### src/rtl/xadac_vrf_sb.sv
// xadac_vrf_sb: vector-register scoreboard + one-entry issue slice ahead of the VRF read stage.
// Define XADAC_VRF_SB_BYPASS_EN to let a same-cycle retire unblock the incoming request.
module xadac_vrf_sb #(
  parameter int NoVs = 3,
  parameter int NoVregs = 32,
  parameter int MaxOut = 4,
  parameter int PayloadW = 128,
  localparam int AW = $clog2(NoVregs),
  localparam int CW = $clog2(MaxOut + 1)
) (
  input  logic                clk,
  input  logic                rst,
  input  logic                s_req_valid,
  output logic                s_req_ready,
  input  logic [PayloadW-1:0] s_req_payload,
  input  logic [NoVs*AW-1:0]  s_req_vs_addr,
  input  logic [NoVs-1:0]     s_req_vs_read,
  input  logic [AW-1:0]       s_req_vd_addr,
  input  logic                s_req_vd_write,
  output logic                m_req_valid,
  input  logic                m_req_ready,
  output logic [PayloadW-1:0] m_req_payload,
  output logic [NoVs*AW-1:0]  m_req_vs_addr,
  input  logic                rsp_valid,
  input  logic                rsp_ready,
  input  logic [AW-1:0]       rsp_vd_addr,
  input  logic                rsp_vd_write,
  output logic [NoVregs-1:0]  busy,
  output logic [CW-1:0]       out_cnt,
  output logic                err
);
  logic retire, dec, raw, waw, acc, bad;
  logic [NoVregs-1:0] clr, set, chk_busy;
  logic [CW-1:0] chk_cnt;
  always_comb begin
    retire = rsp_valid && rsp_ready;
    clr = (retire && rsp_vd_write) ? NoVregs'(1) << rsp_vd_addr : '0;
    dec = retire && (out_cnt != '0);
    bad = retire && ((out_cnt == '0) || (rsp_vd_write && !busy[rsp_vd_addr]));
`ifdef XADAC_VRF_SB_BYPASS_EN
    chk_busy = busy & ~clr;
    chk_cnt = out_cnt - CW'(dec);
`else
    chk_busy = busy;
    chk_cnt = out_cnt;
`endif
    raw = 1'b0;
    for (int i = 0; i < NoVs; i++)
      raw = raw | (s_req_vs_read[i] && chk_busy[s_req_vs_addr[i*AW +: AW]]);
    waw = s_req_vd_write && chk_busy[s_req_vd_addr];
    s_req_ready = !raw && !waw && (chk_cnt < CW'(MaxOut)) && (!m_req_valid || m_req_ready) && !rst;
    acc = s_req_valid && s_req_ready;
    set = (acc && s_req_vd_write) ? NoVregs'(1) << s_req_vd_addr : '0;
  end
  // Set is applied after clear so a bypassed retire+reissue of one vreg stays busy.
  always_ff @(posedge clk) begin
    if (rst) begin
      busy <= '0;
      out_cnt <= '0;
      m_req_valid <= 1'b0;
      err <= 1'b0;
    end else begin
      busy <= (busy & ~clr) | set;
      out_cnt <= out_cnt + CW'(acc) - CW'(dec);
      if (bad) err <= 1'b1;
      if (acc) begin
        m_req_valid <= 1'b1;
        m_req_payload <= s_req_payload;
        m_req_vs_addr <= s_req_vs_addr;
      end else if (m_req_ready) m_req_valid <= 1'b0;
    end
  end
endmodule

### config.mk
export PLATFORM = sky130hd
export DESIGN_NAME = xadac_vrf_sb
export DESIGN_NICKNAME = d
export VERILOG_FILES = /design/src/rtl/xadac_vrf_sb.sv
export SDC_FILE = /design/constraint.sdc
export NUM_CORES = 1
export LEC_CHECK = 0
export ABC_AREA = 1
export ABC_CLOCK_PERIOD_IN_PS = 5160
export CAP_MARGIN = 5
export CORE_ASPECT_RATIO = 2
export CORE_MARGIN = 2
export CORE_UTILIZATION = 38
export DETAILED_ROUTE_END_ITERATION = 6
export PLACE_DENSITY = 0.77
export SYNTH_ARGS = -nofsm -noshare
export SYNTH_HDL_FRONTEND = slang
export SYNTH_SLANG_ARGS = --single-unit
### constraint.sdc
create_clock -name clk -period 5.16 [get_ports clk]
set_input_delay 0.516 -clock clk [delete_from_list [all_inputs] [get_ports clk]]
set_output_delay 0.516 -clock clk [all_outputs]
set_load 0.01 [all_outputs]
==> impl_results.md <==
* Status: complete, no violations
* Die Wd at 105 um
* Detailed placement HPWL at 25800 um
* Mean Syn Cell Area at 10.4 um^2
* Largest net degree at the start of global routing at 118
* Register bit total from synthesis at 180
* Top-count cell post-synth: edfxtp_1
* Total negative slack at 0 ns
* CTS tree: yes
* Post-CTS Setup Bufs at 0
* CTS Sinks at 180
* Clk buf depth at 2
* VDD IR max at 0.206 mV
* First-pass DRT Iterations at 5
* Post-synthesis compound-gate area fraction at 8.84%
* Root Driver: clkbuf_16
* Syn Std Cell Area at 0.00775 mm^2
* Leakage at 4.17 nW
* Total Routing Usage GR at 31.3%
* Clock share of power at 36.7%
* Worst Path Class, Setup: input port to output port
* CTS buffer count at 17
* Top_reg_cell synth: edfxtp_1
* Detail Route Antenna Nets at 0
* Final WL at 34400 um
* Grt ovf at 0
* Iteration-0 DRC Markers at 582
* DR vias at 7544
* Drt wl/cell at 25.3 um
* MaxCap Viol Count at 0
* Area share of xor/xnor cells in the synthesized design at 0.113%
* Util after Layout at 60.2%
* Sequential area share after synthesis at 64.9%
* Post-synth EDFFs at 143
* Initial Util at 38.9%
* HP Start: busy[18]$_SDFF_PP0_
* Relative slew slack at 31.5%
* Final period util at 77.0%
* Crit Path Max Fanout at 33
* Net Switching at 0.879 mW
* GP Congestion at 1.15
* Via density at 5.54
* # resized after CTS at 0
* Crit start category: input port
* Int Power at 2.65 mW
* Nets at 1253
* Final Non-Filler Cells at 1362
* Post-synth top area share at 55.4%
* Core ar. at 0.0199 mm^2
* Clock Latency Late Sink at 0.44 ns
* Synthesis-to-layout area growth at 54.5%
* Worst Tran Pin Value at 1.03 ns
* Crit. End Element: output port
* CTS Hold Bufs at 0
* Final Critical Period at 3.97 ns
* Vias in the first global route at 7412
* Pwr dens at 295 mW/mm^2
* Setup violators final at 0
* Syn Inst Count at 749
* Filler instances at 1734
* Ports at 345
* Yosys warnings at 0
* Syn_nets at 916
* WP data required at 4.64 ns
* Layout Skew at 0.0160 ns
* Hold/Removal Path Class: register to register
* Die area at 0.0216 mm^2
* Comb pwr share at 15.5%
* CP arrival at 3.46 ns
* Slew Limit Fails at 0
* Fmax achieved at 252 MHz
* Layout cells sized above 1 at 4.82%
* Post-Synth Adder-Cell Area at 0.581%
* # port buffers at 344
* Most frequent cells after synthesis: 143 x edfxtp_1, 133 x nand2_1, 113 x nand3_1
* Rows at 73
* Hold Violations, Final at 0
* Multiplexer share of the synthesized area at 0%
* Reg-to-Reg Start: busy[27]$_SDFF_PP0_
* Switching share of power at 24.9%
* Post-route DRC at 0
* Die height at 206 um
* First-pass GRT wire length at 48400 um
* WHS at 0.552 ns
* Placed cells at 1329
* Number of antenna violations at the first check in global routing at 1
* Synth area leader: edfxtp_1
* Library cells used by synthesis at 34
* Main combinational cell family by area after synthesis: simple AND/OR/NAND/NOR gates
* Synth area leaders: edfxtp_1 55%, dfxtp_1 9.6%, nand3_1 7.3%
* Synth Area in Simple Gates at 19.8%
* Async set-or-reset flop fraction in the synthesized netlist at 0%
* Clock-pin slew on the worst setup and hold paths at 0.07 ns
* Part of the power in registers at 47.8%
* Power, Total at 3.53 mW
* RSZ-0062 raised after global routing: no
* CP startpoint: s_req_vd_addr[0]
* CTS H-tree depth at 4
-- flip-flops by register name, summed over array words and instances (netlist names) --
register and cells:
out_cnt 3, err 1, m_req_valid 1, busy 32, m_req_vs_addr 15, m_req_payload 128
-- worst max-delay path: stages --
cell             delay, ns
clkdlybuf4s50_1       0.78
inv_2                 0.17
nand2_1               0.20
nor2_1                0.06
nor2_1                0.11
nand3_1               0.08
nand3_1               0.09
nand3_1               0.07
nand3_1               0.14
nand3_1               0.12
nor2_4                0.13
buf_4                 0.36
clkdlybuf4s50_1       0.62
-- final timing paths --
kind,endpoint,cells after the start,slack (ns)
min reg2reg,busy[18]$_SDFF_PP0_,2,0.55
max reg2reg,m_req_payload[8]$_DFFE_PP_,12,1.87
min,busy[18]$_SDFF_PP0_,2,0.55
max,s_req_ready,13,1.19
-- cells in the final DEF, fill, tap and decap left out, types with 2 or more instances in the layout --
| cell | instances |
|---|---|
| clkinv_4 | 4 |
| o21ai_1 | 2 |
| ha_1 | 2 |
| a221oi_1 | 4 |
| nand2_1 | 133 |
| inv_6 | 4 |
| dfxtp_1 | 37 |
| bufinv_16 | 2 |
| inv_2 | 5 |
| clkinv_1 | 5 |
| a21oi_1 | 55 |
| nor2_1 | 54 |
| nor4_1 | 4 |
| clkdlybuf4s50_1 | 344 |
| edfxtp_1 | 143 |
| buf_4 | 13 |
| clkbuf_16 | 17 |
| o22ai_1 | 6 |
| nand4_1 | 32 |
| nor3_1 | 2 |
| inv_1 | 48 |
| a22oi_1 | 5 |
| o21ai_0 | 51 |
| nand3_1 | 113 |
-- metrics by stage --
step                      area, um^2  setup WS [ns]
after floorplan                 7750          0.239
after detailed placement       11400          0.986
after global routing           12000           1.05
after global placement         11400           1.04
after CTS                      12000           1.26
final                          12000           1.19
-- logic make-up after synthesis --
kind of cell             after synthesis
AO/OA/AOI/OAI                        127
XOR/XNOR                               1
adder cells (fa/ha/maj)                3
buffers and inverters                 96
flip-flops                           180
AND/OR/NAND/NOR                      342
-- per-layer routing --
layer  GRT usage, %  part of all wire, %  routed length [um]
met3           9.18                  8.7                3010
met1           28.1                   30               10300
met5              0                    0                   0
met2           58.3                   54               18500
met4           23.4                  7.6                2600
-- cell type report --
cell class	count	area, um^2	share of cell area [%]
well taps	262	328	2.74
multi-input cells	473	2270	19.0
clock inverters	14	153	1.27
clock buffers	18	429	3.58
diodes	1	2.50	0.0209
inverters	57	219	1.83
repair buffers	357	3540	29.6
flip-flops and latches	180	5030	42.0
-- power groups by stage --
stage               logic [mW]  registers [mW]  clock network [mW]
global route             0.584            1.69                1.37
global placement         0.535            1.71                   0
detailed placement       0.542            1.72                   0
floorplan                0.166            1.76                   0
finish                   0.549            1.69                1.30
CTS                      0.545            1.69                1.32
No activity file was read; power rests on OpenSTA's default activity.
